### config.mk
export PLATFORM = sky130hd
export DESIGN_NAME = seven_seg_scan
export DESIGN_NICKNAME = d
export VERILOG_FILES = /design/src/rtl/seven_seg_pkg.sv /design/src/rtl/bcd_to_seg.sv /design/src/rtl/seven_seg_scan.sv
export SDC_FILE = /design/constraint.sdc
export NUM_CORES = 1
export LEC_CHECK = 0
export BUFFER_PORTS_ARGS = -buffer_cell sky130_fd_sc_hd__clkbuf_2
export CORE_ASPECT_RATIO = 0.6
export CORE_UTILIZATION = 60
export DETAILED_ROUTE_END_ITERATION = 10
export GPL_TIMING_DRIVEN = 0
export PLACE_DENSITY = 0.86
export RECOVER_POWER = 25
export SYNTH_ARGS = -nofsm -noshare
export SYNTH_HDL_FRONTEND = slang
export SYNTH_SLANG_ARGS = --single-unit
### constraint.sdc
create_clock -name Clk -period 4.7 [get_ports Clk]
set_clock_uncertainty 0.1 [all_clocks]
set_input_delay 0.235 -clock Clk [delete_from_list [all_inputs] [get_ports Clk]]
set_output_delay 0.235 -clock Clk [all_outputs]
set_load 0.02 [all_outputs]
### src/rtl/seven_seg_pkg.sv
// Shared constants and types for the four-digit seven-segment scanner.
// Segment patterns are active-low {g,f,e,d,c,b,a}.
package seven_seg_pkg;

   localparam logic [3:0] BCD_OVF   = 4'b1111;

   localparam logic [6:0] SEG_0     = 7'b1000000;
   localparam logic [6:0] SEG_1     = 7'b1111001;
   localparam logic [6:0] SEG_2     = 7'b0100100;
   localparam logic [6:0] SEG_3     = 7'b0110000;
   localparam logic [6:0] SEG_4     = 7'b0011001;
   localparam logic [6:0] SEG_5     = 7'b0010010;
   localparam logic [6:0] SEG_6     = 7'b0000010;
   localparam logic [6:0] SEG_7     = 7'b1111000;
   localparam logic [6:0] SEG_8     = 7'b0000000;
   localparam logic [6:0] SEG_9     = 7'b0010000;
   localparam logic [6:0] SEG_DASH  = 7'b0111111;
   localparam logic [6:0] SEG_BLANK = 7'b1111111;

   localparam logic [3:0] AN_OFF    = 4'b1111;
   localparam logic [3:0] AN_D0     = 4'b1110;
   localparam logic [3:0] AN_D1     = 4'b1101;
   localparam logic [3:0] AN_D2     = 4'b1011;
   localparam logic [3:0] AN_D3     = 4'b0111;

   typedef struct packed {
      logic [3:0][3:0] dig;
      logic [3:0]      dp;
   } frame_t;

   function automatic logic [3:0] anode_sel(input logic [1:0] i);
      logic [3:0] a;
      a = AN_OFF;
      unique case (i)
         2'd0: a = AN_D0;
         2'd1: a = AN_D1;
         2'd2: a = AN_D2;
         2'd3: a = AN_D3;
      endcase
      return a;
   endfunction

endpackage

### src/rtl/bcd_to_seg.sv
// BCD to active-low seven-segment decoder.
// 4'b1111 shows a dash; other non-decimal codes are blank.
module bcd_to_seg
   import seven_seg_pkg::*;
(
   input  logic [3:0] code,
   output logic [6:0] seg
);

   always_comb begin
      seg = SEG_BLANK;
      unique case (code)
         4'd0:    seg = SEG_0;
         4'd1:    seg = SEG_1;
         4'd2:    seg = SEG_2;
         4'd3:    seg = SEG_3;
         4'd4:    seg = SEG_4;
         4'd5:    seg = SEG_5;
         4'd6:    seg = SEG_6;
         4'd7:    seg = SEG_7;
         4'd8:    seg = SEG_8;
         4'd9:    seg = SEG_9;
         BCD_OVF: seg = SEG_DASH;
         default: seg = SEG_BLANK;
      endcase
   end

endmodule

### src/rtl/seven_seg_scan.sv
// Four-digit multiplexed common-anode display driver with
// frame snapshot, leading-zero blanking and anti-ghost guard.
module seven_seg_scan
   import seven_seg_pkg::*;
#(
   parameter int SCAN_DIV = 100000,
   parameter int GUARD    = 4
)(
   input  logic       Clk,
   input  logic       Reset_n,
   input  logic [3:0] BCD0,
   input  logic [3:0] BCD1,
   input  logic [3:0] BCD2,
   input  logic [3:0] BCD3,
   input  logic [3:0] Dp,
   input  logic       Blank_lz,
   output logic [3:0] An,
   output logic [6:0] Seg,
   output logic       Dp_n
);

   localparam int CW = $clog2(SCAN_DIV);
   localparam logic [CW-1:0] LAST = CW'(SCAN_DIV - 1);
   localparam logic [CW-1:0] GRD  = CW'(GUARD);

   logic [CW-1:0] cnt;
   logic [1:0]    idx;
   frame_t        snap;
   logic          load;

   logic          wrap;
   logic          take;
   logic [3:0]    cur;
   logic [6:0]    dec;
   logic          z3, z2, z1;
   logic          blank;
   logic [3:0]    an_d;
   logic [6:0]    seg_d;
   logic          dp_d;

   assign wrap = (cnt == LAST);
   assign take = load || (wrap && idx == 2'd3);

   always_ff @(posedge Clk or negedge Reset_n) begin
      if (!Reset_n) begin
         cnt  <= '0;
         idx  <= 2'd0;
         snap <= '0;
         load <= 1'b1;
      end else begin
         cnt  <= wrap ? '0 : cnt + CW'(1);
         load <= 1'b0;
         if (wrap)
            idx <= idx + 2'd1;
         if (take) begin
            snap.dig <= {BCD3, BCD2, BCD1, BCD0};
            snap.dp  <= Dp;
         end
      end
   end

   assign cur = snap.dig[idx];

   bcd_to_seg u_dec (
      .code (cur),
      .seg  (dec)
   );

   // A digit is a leading zero only if it and every higher digit is 0.
   assign z3 = (snap.dig[3] == 4'd0);
   assign z2 = z3 && (snap.dig[2] == 4'd0);
   assign z1 = z2 && (snap.dig[1] == 4'd0);

   always_comb begin
      blank = 1'b0;
      unique case (idx)
         2'd0: blank = 1'b0;
         2'd1: blank = z1;
         2'd2: blank = z2;
         2'd3: blank = z3;
      endcase
      blank = blank && Blank_lz;
   end

   always_comb begin
      an_d  = AN_OFF;
      seg_d = SEG_BLANK;
      dp_d  = 1'b1;
      if (cnt >= GRD) begin
         an_d  = anode_sel(idx);
         seg_d = blank ? SEG_BLANK : dec;
         dp_d  = ~snap.dp[idx];
      end
   end

   always_ff @(posedge Clk or negedge Reset_n) begin
      if (!Reset_n) begin
         An   <= AN_OFF;
         Seg  <= SEG_BLANK;
         Dp_n <= 1'b1;
      end else begin
         An   <= an_d;
         Seg  <= seg_d;
         Dp_n <= dp_d;
      end
   end

endmodule
## Yosys cells after proc, flatten, opt, wreduce, memory -nomap -nowiden

Memories as Yosys holds them, arrays and structs flattened.
Cells that the tools add are included.

- Reductions and logical operators: 9
- Bitwise gates (word level): 1
- Add/sub/neg operators: 2
- Multiplexer cells: 11
- Equality and inequality tests: 4
- Magnitude comparators: 2

Operator list:

| cell | number |
|---|---|
| $add A17 B1 Y17 const B | 1 |
| $eq A17 B17 Y1 const B | 1 |
| $ge A17 B3 Y1 const B | 1 |
| $mux W17 | 1 |
| $pmux W4 S4 | 1 |
| $mux W7 | 2 |
| $logic_not A4 Y1 | 3 |
| $bmux W4 S2 | 1 |
| $mux W4 | 2 |
| $eq A2 B2 Y1 const B | 2 |
| $logic_and A1 B1 Y1 | 4 |
| $pmux W1 S4 | 1 |
| $lt A2 B3 Y1 const B | 1 |
| $add A2 B1 Y2 const B | 1 |
| $bmux W1 S2 | 1 |
| $eq A2 B1 Y1 const B | 1 |
| $logic_not A2 Y1 | 1 |
| $mux W1 | 2 |
| $logic_or A1 B1 Y1 | 1 |
| $not A1 Y1 | 1 |

- Bits in registers: 52
- ROM bits: 112
- Memories: 1
- Word-level logic and storage cells: 41
- Output and inout port bits: 12
- Input bits: 23

Memories:

| name | depth | bits a word | read ports | clocked after memory_dff | write ports | line | RTL |
|---|---|---|---|---|---|---|---|
| (no name shown) | 16 | 7 | 1 | 0 | 0 | bcd_to_seg.sv:12 | `unique case (code)` |

## Logic depth before layout (Yosys ltp)

Gate-level depths: netlist of run 1.

- Depth in word-level cells: 7
- Mapped depth: 7
- Gate-level depth less buffers: 6

## By module

A second synthesis of run 1 with hierarchy kept.

- Cell total of the unflattened synthesis: 218
- Area, all modules: 2692.6 um^2

Modules (own cells, without submodules):

| module | area an instance (um^2) | cells each | times used | sequential area each (um^2) |
|---|---|---|---|---|
| seven_seg_scan | 2459.9 | 184 | 1 | 1317.5 |
| bcd_to_seg | 232.7 | 34 | 1 | 0.0 |

## Worst setup path before layout of run 1

Ideal clock, no wire load.

- Path kind: flip-flop to flip-flop
- From: reg idx[0]
- To: reg Seg[6]
- Arrival: 1732 ps
- Clock period less this slack: 1914 ps
- Required time: 4518 ps
- Cell stages (with the launch flop): 7
- Library setup time: 82 ps
- Slack: 2786 ps
- Buffers on the path: 1
- Cells stage by stage: dfrtp_1 > buf_6 > mux4_2 > ha_1 > nor2b_1 > nor3_1 > a211o_1

- Longest elaborated chain between the ends: 5
- Elaborated cells on any way between the ends: 11
- Classes of those cells: 3 x eq/ne; 5 x mux; 2 x reduce/logical; 1 x memory

RTL lines:

| what | line | RTL |
|---|---|---|
| start, declared | seven_seg_scan.sv:27 | `logic [1:0] idx;` |
| start signal, assigned | seven_seg_scan.sv:54 | `idx <= idx + 2'd1;` |
| $bmux W4 S2, or another cell as far along | seven_seg_scan.sv:62 | `assign cur = snap.dig[idx];` |
| $mux W4 (implied by the code) / $pmux W1 S4 (equally long branches) | seven_seg_scan.sv:62, seven_seg_scan.sv:76 |  |
| $mem_v2 Z16 W7 / $logic_and A1 B1 Y1 (equally long branches) | -- |  |
| $mux W7 (*) | seven_seg_scan.sv:91 | `seg_d = blank ? SEG_BLANK : dec;` |
| $mux W7 (*) | seven_seg_scan.sv:89 | `if (cnt >= GRD) begin` |
| net seg_d[6] | seven_seg_scan.sv:38 | `logic [6:0] seg_d;` |
| end signal, assigned | seven_seg_scan.sv:103 | `Seg <= seg_d;` |
| end, declared | seven_seg_scan.sv:18 | `output logic [6:0] Seg,` |

Mark *: on every way through the listed nets, which the timed path passes. The rest lies on a longest branch. The select of a mux whose other input is x is not followed.
A chain may end at the register's enable or synchronous reset.

==> Implementation_results.wiki, run 1 <==
{| class="wikitable"
! Metric !! Value
|-
| Outcome || finished with violations
|-
| Violations in the final reports || capacitance limit, slew limit
|-
| Placeable core region || around 4200 sq um
|-
| Number of vias after detailed routing || ~1800
|-
| DIE AREA || roughly 4700 sq um
|-
| Required time at the worst-slack endpoint || around 4.7 ns
|-
| Pin count of the biggest net entering global routing || between 50 and 60
|-
| Library cell occupying the most area in the post-synthesis netlist || sky130_fd_sc_hd__dfrtp_1
|-
| Row count || 18
|-
| Weighted congestion reported at the end of routability-driven placement || approximately 0.80
|-
| Reported net switching power || 0.0002305 W
|-
| MaxCap Viol Count || 1
|-
| Max rail drop VDD || 0.2317 mV
|-
| Cell Count Post-Placement || 300
|-
| Overflow after GRT || 0
|-
| Antenna violations before repair || 0
|-
| Time the worst path needs with I/O delays and setup || 2.786 ns
|-
| Final cycle utilization of the critical path || 59.27%
|-
| CTS tree || done
|-
| Worst setup path start || Reset_n
|-
| End of the worst register-to-register path || idx[1]
|-
| Number of different library cells in the post-synthesis netlist || 44
|-
| Most frequent cell after synthesis || sky130_fd_sc_hd__dfrtp_1
|-
| Fraction of registers with async set or reset after synthesis || between 90% and 100%
|-
| Vias/cell || roughly 5.6
|-
| Internal Pwr Total || 0.0007398 W
|-
| Peak fanout along the critical path || 30
|-
| Least-Margin Pin Slew || ~1.6 ns
|-
| Kind of end point of the critical path || asynchronous set/reset pin
|-
| Flip-flop and latch count after synthesis || 52
|-
| Wire length of the first global-routing pass || 7928 microns
|-
| I/O Buffers || 34
|-
| Post-Syn Area per Cell || roughly 13 sq um
|-
| Aggregate routed wire length || 5105 microns
|-
| Iteration-0 DRC Markers || about 160
|-
| Final count of hold timing violations || 0
|-
| Critical setup path kind || in -> async
|-
| Share of the synthesized area in the top cell type || approximately 36%
|-
| Detail Route Antenna Nets || 0
|-
| Crit path launch type || input port
|-
| Clk pwr share || 35.1%
|-
| Layout cells sized above 1 || 37.20%
|-
| Setup TNS Final || 0 ns
|-
| Crit path arrival time || roughly 2.8 ns
|-
| P&R area growth vs syn || 14.39%
|-
| Cells after synthesis || 206
|-
| Antenna cell count || 0
|-
| Worst setup path endpoint || idx[1]
|-
| Horiz. Die Dim || just under 90 microns
|-
| CTS sink cnt || 52
|-
| Post-CTS clock slew at the launch and capture registers of the worst setup and hold paths || about 0.090 ns
|-
| Boundary pin count || 35
|-
| Number of global-route vias before repair || 1649
|-
| Pre-Repair DR Iteration Count || 4
|-
| Setup-violating endpoint count in the final report || 0
|-
| Leakage component of the power || around 1.4 nW
|-
| Number of H-tree levels || 2
|-
| Sequential share of power || between 50% and 60%
|-
| Source-to-sink clock delay at the later pin of the worst-skew pair || 0.31 ns
|-
| Max Fclk || between 0.3 and 0.4 GHz
|-
| Worst reg2reg path startpoint || cnt[0]
|-
| Most used flip-flop cell after synthesis || sky130_fd_sc_hd__dfrtp_1
|-
| Final HPWL DP || around 3600 microns
|-
| Total Power Consumption || 0.0009703 W
|-
| Effective utilization at floorplan || 63.95%
|-
| Post-synth EDFFs || 0
|-
| Buffer levels on the longest clock path || 2
|-
| Number of remaining DRC errors || 0
|-
| RSZ-0062 raised after global routing || false
|-
| Post-CTS repair timing setup buffer count || 0
|-
| Detail-routed net length per standard cell || around 16 microns
|-
| Worst min-delay path class || in -> reg
|-
| Inserted Clock Buffers || 5
|-
| Netlist area before placement || around 2700 sq um
|-
| Reg2reg setup slack || 2.54 ns
|-
| Total track usage || about a quarter
|-
| Depth of the worst register-to-register path || 6
|-
| Post-synth top cells || 39 x sky130_fd_sc_hd__dfrtp_1, 21 x sky130_fd_sc_hd__mux2_4, 14 x sky130_fd_sc_hd__ha_1
|-
| Post-route insts no fill || between 300 and 400
|-
| Clk root buf || sky130_fd_sc_hd__clkbuf_8
|-
| Final number of max-transition violations || 31
|-
| Syn_nets || ~240
|-
| Top cells by area, synth || sky130_fd_sc_hd__dfrtp_1 36%, sky130_fd_sc_hd__dfstp_2 13%, sky130_fd_sc_hd__mux2_4 12%, sky130_fd_sc_hd__ha_1 6.5%, sky130_fd_sc_hd__mux4_2 4.2%
|-
| Normalized max-slew margin || -5.696%
|-
| Sequential-to-total area share from yosys stat || between 40% and 50%
|-
| Count of yosys warnings during synthesis || 0
|-
| Switching power share of the total || 23.75%
|-
| Logic gate share of total power || between 10% and 20%
|-
| Die outline height || around 54 microns
|-
| Total power density per cell area || roughly 320 nW/um^2
|-
| Number of nets in the layout || 286
|}
[through the flow]
stage                     hold WS (ns)  utilization (%)  worst slack (ns)  cell area [sq um]
final                          0.04613            73.15             1.914               3064
after detailed placement        0.3693            69.80             2.579               2924
after global placement          0.3665            69.80             2.617               2924
after floorplan                -0.1606                -             2.786               2679
after global routing           0.03414            73.15             1.405               3064
after CTS                      0.04487            72.85             2.560               3052
[state kept, by name, indices dropped and copies added, names as in the netlist]
register  flops
cnt          17
Seg           7
idx           2
load          1
snap         20
An            4
Dp_n          1
[cell usage in the layout (no fill, tap or decap), types with 2 or more instances in the layout]
cell / n
sky130_fd_sc_hd__buf_6: 4
sky130_fd_sc_hd__ha_1: 14
sky130_fd_sc_hd__nor3_1: 3
sky130_fd_sc_hd__o21ai_0: 4
sky130_fd_sc_hd__dfstp_2: 13
sky130_fd_sc_hd__nand3_1: 6
sky130_fd_sc_hd__nand2_1: 12
sky130_fd_sc_hd__xnor2_1: 7
sky130_fd_sc_hd__a21oi_1: 3
sky130_fd_sc_hd__nor4_1: 6
sky130_fd_sc_hd__nand2b_1: 3
sky130_fd_sc_hd__and4_1: 2
sky130_fd_sc_hd__nor2_1: 12
sky130_fd_sc_hd__inv_1: 9
sky130_fd_sc_hd__o21bai_1: 2
sky130_fd_sc_hd__mux4_2: 5
sky130_fd_sc_hd__nand4_1: 5
sky130_fd_sc_hd__mux2_4: 21
sky130_fd_sc_hd__nor2b_1: 4
sky130_fd_sc_hd__or4_1: 2
sky130_fd_sc_hd__clkbuf_2: 33
sky130_fd_sc_hd__clkbuf_8: 5
sky130_fd_sc_hd__xor2_1: 7
sky130_fd_sc_hd__clkbuf_1: 3
sky130_fd_sc_hd__mux2i_1: 2
sky130_fd_sc_hd__dfrtp_1: 39
[power by group through the flow]
stage	Clock (W)	Sequential, W	Combinational [W]
6_report	0.000340	0.000502	0.000128
4_1_cts	0.000341	0.000502	0.000128
3_5_place_dp	0	0.000510	0.000127
3_3_place_gp	0	0.000509	0.000123
2_1_floorplan	0	0.000520	0.0000719
5_1_grt	0.000363	0.000506	0.000140
[layout make-up]
class	count	area [sq um]
fill	288	1125
inverter	9	33.78
clock inverter	1	30.03
timing repair buffer	36	182.7
clock buffer	7	97.59
multi-input combinational	139	1270
sequential	52	1318
tap	60	75.07
buffer	6	57.56
[metal layers]
| layer | share of wire [%] | vias up | track usage (%) | wire (microns) |
|---|---|---|---|---|
| met2 | 44 | 82 | 35.51 | 2243 |
| met5 | 0 | - | 0 | 0 |
| met3 | 6.5 | 13 | 5.521 | 330 |
| met4 | 1.6 | 0 | 8.871 | 81 |
| met1 | 48 | 845 | 32.90 | 2450 |
| li1 | - | 810 | - | - |
[critical path: stages]
cell	delay, ns
sky130_fd_sc_hd__dlygate4sd3_1	0.52
sky130_fd_sc_hd__clkbuf_1	0.83
sky130_fd_sc_hd__clkbuf_1	1.21
[worst min-delay path by stage]
stage	startpoint	to	slack, ns	depth (start not counted)
2_1_floorplan	Reset_n	cnt[0]	-0.16	0
3_3_place_gp	BCD1[1]	snap[9]	0.37	2
3_5_place_dp	BCD2[2]	snap[14]	0.37	2
4_1_cts	BCD2[2]	snap[14]	0.04	2
5_1_grt	BCD2[2]	snap[14]	0.03	2
6_report	BCD0[1]	snap[5]	0.05	2
[cells by family after synthesis]
group | after synthesis | share of synthesized area (%)
AOI/OAI and AO/OA | 18 | 5.372
and+or+nand+nor | 64 | 14.06
adders and majority gates | 14 | 6.539
muxes | 28 | 16.72
xor gates and xnor gates | 14 | 4.577
DFF | 52 | 49.18
buffers and inverters | 15 | 3.409
other | 1 | 0.1400
[timing repair]
item,4_1_cts,5_1_grt
gates resized for setup,0,0
endpoints found under the hold margin,0,12
hold buffers,0,1
Note: power is estimated with default switching activity, not from simulation.
==> inputs of run 2 (changes only) <==
- ABC_AREA: not set -> 1
- CORE_UTILIZATION: 60 -> 52
- PLACE_DENSITY: 0.86 -> 0.79
- clock period: 4.7 -> 2.2 ns (I/O delays scaled with it)
==> run 2 against run 1 <==
The flow finishes with violations (DRC). Sequential share of layout area shrank 4.9 points. Synthesized cell count up 75%. Flip-flop and latch count stayed put. First-iteration DRC count rose by 44%. Clock-buffer cell count grew 1. Core utilization fell by 6.7 points. Total power up 96%. Via count increased by 45%. Global-route usage increased by 0.18 points. Register-to-register slack got worse by 2.4 ns. Die area rose by 24%. Critical path type is now reg -> reg. Critical endpoint is now Seg[6]. Largest power group unchanged.
==> Implementation_results.wiki, run 2 <==
{| class="wikitable"
! Metric !! Value
|-
| Crit path arrival time || 2.17 ns (-0.66 ns)
|-
| Crit path launch type || flip-flop
|-
| Commonest non-fill, non-tap cell in the layout || sky130_fd_sc_hd__nand2_1
|-
| Number of nets in the layout || 460 (+61%)
|-
| Count of yosys warnings during synthesis || 0 (unchanged)
|-
| Pre-Repair DR Iteration Count || 8 (+4)
|-
| Antenna cell count || 0 (unchanged)
|-
| Count of buffer and inverter cells on the critical path || 4 (+1)
|-
| Number of inserted filler cells in the final layout || 441 (+53%)
|-
| Critical setup path kind || reg -> reg
|-
| Layout cells sized above 1 || 17.69% (-20 points)
|-
| Final worst-path setup slack || 0.1663 ns (-1.748 ns)
|-
| Setup TNS Final || 0 ns (unchanged)
|-
| Leakage component of the power || 1.785 nW (+24%)
|-
| Share of the synthesized area in the top cell type || 33.65% (-2.8 points)
|-
| Sequential share of power || 55.9% (+4.2 points)
|-
| Final HPWL DP || 4531 microns (+25%)
|-
| Boundary pin count || 35 (unchanged)
|-
| Final number of max-transition violations || 0 (-100%)
|-
| Largest regs || snap x20, cnt x17, Seg x7
|-
| Cell with the largest stage delay on the worst path || sky130_fd_sc_hd__dfrtp_1
|-
| Most used flip-flop cell after synthesis || sky130_fd_sc_hd__dfrtp_1
|-
| Kind of end point of the critical path || flip-flop
|-
| Worst min-delay path class || in -> reg
|-
| Post-synth top cells || 107 x sky130_fd_sc_hd__nand2_1, 53 x sky130_fd_sc_hd__nand3_1, 39 x sky130_fd_sc_hd__dfrtp_1, 39 x sky130_fd_sc_hd__inv_1, 28 x sky130_fd_sc_hd__nor2_1
|-
| Flip-flop count of the largest register, all copies and words added || 20 (unchanged)
|-
| Clk root buf || sky130_fd_sc_hd__clkbuf_8
|-
| Total track usage || 23.55% (+0.18 points)
|-
| MaxCap Viol Count || 0 (-1)
|-
| Gate family responsible for the most delay along the worst path || simple AND/OR/NAND/NOR gates
|-
| Total number of cells along the worst setup path || 12 (+9)
|-
| Normalized max-slew margin || 31.09% (+37 points)
|-
| Reg with most FFs || snap
|-
| CTS sink cnt || 52 (unchanged)
|-
| Crit path top cell by count || sky130_fd_sc_hd__nand2_1
|-
| Overflow after GRT || 0 (unchanged)
|-
| Final count of hold timing violations || 0 (unchanged)
|-
| Highest-count cells in the layout ignoring fill and taps || 107 x sky130_fd_sc_hd__nand2_1, 53 x sky130_fd_sc_hd__nand3_1, 39 x sky130_fd_sc_hd__inv_1, 39 x sky130_fd_sc_hd__dfrtp_1, 34 x sky130_fd_sc_hd__clkbuf_2
|-
| Die outline height || 59.85 microns (+11%)
|-
| Aggregate routed wire length || 6377 microns (+25%)
|-
| Post-route cell area || 3457 sq um (+13%)
|-
| Antenna violations before repair || 0 (unchanged)
|-
| Worst setup path endpoint || Seg[6]
|-
| Netlist area before placement || 2900 sq um (+8.3%)
|-
| Detail-routed net length per standard cell || 13.01 microns (-21%)
|-
| Horiz. Die Dim || 98.42 microns (+12%)
|-
| Peak fanout along the critical path || 12 (-60%)
|-
| Library cell occupying the most area in the post-synthesis netlist || sky130_fd_sc_hd__dfrtp_1
|-
| Depth of the worst register-to-register path || 12 (+6)
|-
| Least-Margin Pin Slew || 1.034 ns (-0.5518 ns)
|-
| Effective utilization at floorplan || 55.72% (-8.2 points)
|-
| Reg2reg setup slack || 0.17 ns (-2.37 ns)
|-
| Delay of the slowest cell on the worst path || 0.51 ns (-0.70 ns)
|-
| Logic gate share of total power || 14.5% (+1.3 points)
|-
| Clk pwr share || 29.7% (-5.4 points)
|-
| Post-synth EDFFs || 0 (unchanged)
|-
| Weighted congestion reported at the end of routability-driven placement || 0.9093 (+14%)
|-
| Crit path cell chain || inv_2 -> buf_4 -> nand2_1 -> nand3_1 -> nand2_1 -> inv_1 -> ha_1 -> nand3b_1 -> nand3_1 -> nand2_1 -> inv_1 -> nand2_1
|-
| Post-place instance area || 3153 sq um (+7.8%)
|-
| I/O Buffers || 34 (unchanged)
|-
| Fraction of registers with async set or reset after synthesis || 100.0% (unchanged)
|-
| Setup-violating endpoint count in the final report || 0 (unchanged)
|-
| Cells after synthesis || 360 (+75%)
|-
| Hold-fix buffers, CTS || 20 (+20)
|-
| Detail Route Antenna Nets || 0 (unchanged)
|-
| Time the worst path needs with I/O delays and setup || ~2 ns
|-
| Wire length of the first global-routing pass || 10670 microns (+35%)
|-
| Reported net switching power || 0.0005019 W (+120%)
|-
| Buffer levels on the longest clock path || 2 (unchanged)
|-
| Number of global-route vias before repair || 2262 (+37%)
|-
| Switching power share of the total || 26.40% (+2.6 points)
|-
| Vias/cell || 5.173 (-8.4%)
|-
| Required time at the worst-slack endpoint || 2.34 ns (-2.40 ns)
|-
| Iteration-0 DRC Markers || 229 (+44%)
|-
| End of the worst register-to-register path || Seg[6]
|-
| Source-to-sink clock delay at the later pin of the worst-skew pair || 0.30 ns (about the same)
|-
| Row count || 20 (+2)
|-
| Worst reg2reg path startpoint || idx[0]
|-
| Setup WS pre-CTS || 0.2452 ns (-2.334 ns)
|-
| Number of vias after detailed routing || 2535 (+45%)
|-
| Violations in the final reports || DRC
|-
| Most frequent cell after synthesis || sky130_fd_sc_hd__nand2_1
|-
| Syn_nets || 397 (+63%)
|-
| Outcome || finished with violations
|-
| Flip-flop and latch count after synthesis || 52 (unchanged)
|-
| CTS tree || done
|-
| Number of different library cells in the post-synthesis netlist || 27 (-39%)
|-
| Total power density per cell area || 550.0 nW/um^2 (+74%)
|-
| Number of remaining DRC errors || 2 (+2)
|-
| Inserted Clock Buffers || 5 (unchanged)
|-
| Top cells by area, synth || sky130_fd_sc_hd__dfrtp_1 34%, sky130_fd_sc_hd__nand2_1 14%, sky130_fd_sc_hd__dfstp_2 12%, sky130_fd_sc_hd__nand3_1 9.1%, sky130_fd_sc_hd__ha_1 6.0%
|-
| Number of H-tree levels || 2 (unchanged)
|-
| Max rail drop VDD || 0.2939 mV (+27%)
|-
| Worst setup path start || idx[0]
|-
| Total Power Consumption || 0.001901 W (+96%)
|-
| Sequential-to-total area share from yosys stat || 45.43% (-3.8 points)
|-
| RSZ-0062 raised after global routing || false
|-
| WHS || 0.1737 ns (+0.1276 ns)
|-
| Post-Syn Area per Cell || 8.056 sq um (-38%)
|-
| Post-CTS repair timing setup buffer count || 0 (unchanged)
|-
| Placeable core region || 5205 sq um (+24%)
|-
| Internal Pwr Total || 0.001399 W (+89%)
|-
| Final cycle utilization of the critical path || approximately 92%
|-
| Pin count of the biggest net entering global routing || 53 (unchanged)
|-
| DIE AREA || 5890 sq um (+24%)
|-
| P&R area growth vs syn || 19.20%
|-
| Max Fclk || 0.4917 GHz
|-
| Resize count post-CTS || 0 (unchanged)
|-
| Post-CTS clock slew at the launch and capture registers of the worst setup and hold paths || 0.10 ns (about the same)
|}
==> run 2: power by group through the flow <==
stage | clock [W] | combinational [W] | sequential (W)
3_5_place_dp | 0 | 0.000244 | 0.00108
6_report | 0.000564 | 0.000275 | 0.00106
3_3_place_gp | 0 | 0.000239 | 0.00108
2_1_floorplan | 0 | 0.000127 | 0.00110
4_1_cts | 0.000574 | 0.000273 | 0.00106
5_1_grt | 0.000625 | 0.000309 | 0.00107
==> run 2: stage by stage <==
| step | cells | util (%) |
|---|---|---|
| floorplan | 360 | - |
| global placement | 460 | 60.58 |
| detailed placement | 460 | 60.58 |
| CTS | 488 | 66.15 |
| global route | 490 | 66.42 |
| finish | 490 | 66.42 |
==> run 2: final cells by class <==
type | instances | area [sq um] | area share (%)
sequential | 52 | 1318 | 38.11
clock buffer | 8 | 90.09 | 2.606
timing repair buffer | 56 | 384.1 | 11.11
buffer | 9 | 78.83 | 2.280
tap | 66 | 82.58 | 2.389
inverter | 41 | 153.9 | 4.452
multi-input combinational | 258 | 1350 | 39.05
==> run 2: layer usage <==
metal	routed length [microns]	up-vias	global-route usage [%]
met5	0	-	0
met1	3137	1150	36.25
met3	605	6	6.199
met2	2595	115	33.50
met4	39	0	4.051
li1	-	1264	-
==> run 2: how the worst min path moves through the flow <==
stage                     slack, ns       end  startpoint  cells past startpoint
after floorplan               -0.29    cnt[0]     Reset_n                      0
after global placement         0.20   snap[8]     BCD1[0]                      3
after detailed placement       0.21  snap[15]     BCD2[3]                      3
after CTS                      0.01   cnt[16]     Reset_n                      1
after global routing           0.21    Seg[1]    Blank_lz                      5
final                          0.17    Seg[1]    Blank_lz                      5
==> run 2: worst register-to-register path: stages (launching register included) <==
cell and delay, ns:
sky130_fd_sc_hd__dfrtp_1 0.51, sky130_fd_sc_hd__inv_2 0.10, sky130_fd_sc_hd__buf_4 0.19, sky130_fd_sc_hd__nand2_1 0.07
sky130_fd_sc_hd__nand3_1 0.07, sky130_fd_sc_hd__nand2_1 0.20, sky130_fd_sc_hd__inv_1 0.12, sky130_fd_sc_hd__ha_1 0.20
sky130_fd_sc_hd__nand3b_1 0.18, sky130_fd_sc_hd__nand3_1 0.11, sky130_fd_sc_hd__nand2_1 0.05, sky130_fd_sc_hd__inv_1 0.04
sky130_fd_sc_hd__nand2_1 0.05
==> run 2: cell families after synthesis <==
| family | count (synthesis) | synth area share (%) |
|---|---|---|
| adders and majority gates | 14 | 6.040 |
| AOI/OAI and AO/OA | 11 | 2.330 |
| buffers and inverters | 50 | 8.024 |
| and+or+nand+nor | 223 | 35.33 |
| xor gates and xnor gates | 9 | 2.718 |
| other | 1 | 0.1293 |
| DFF | 52 | 45.43 |
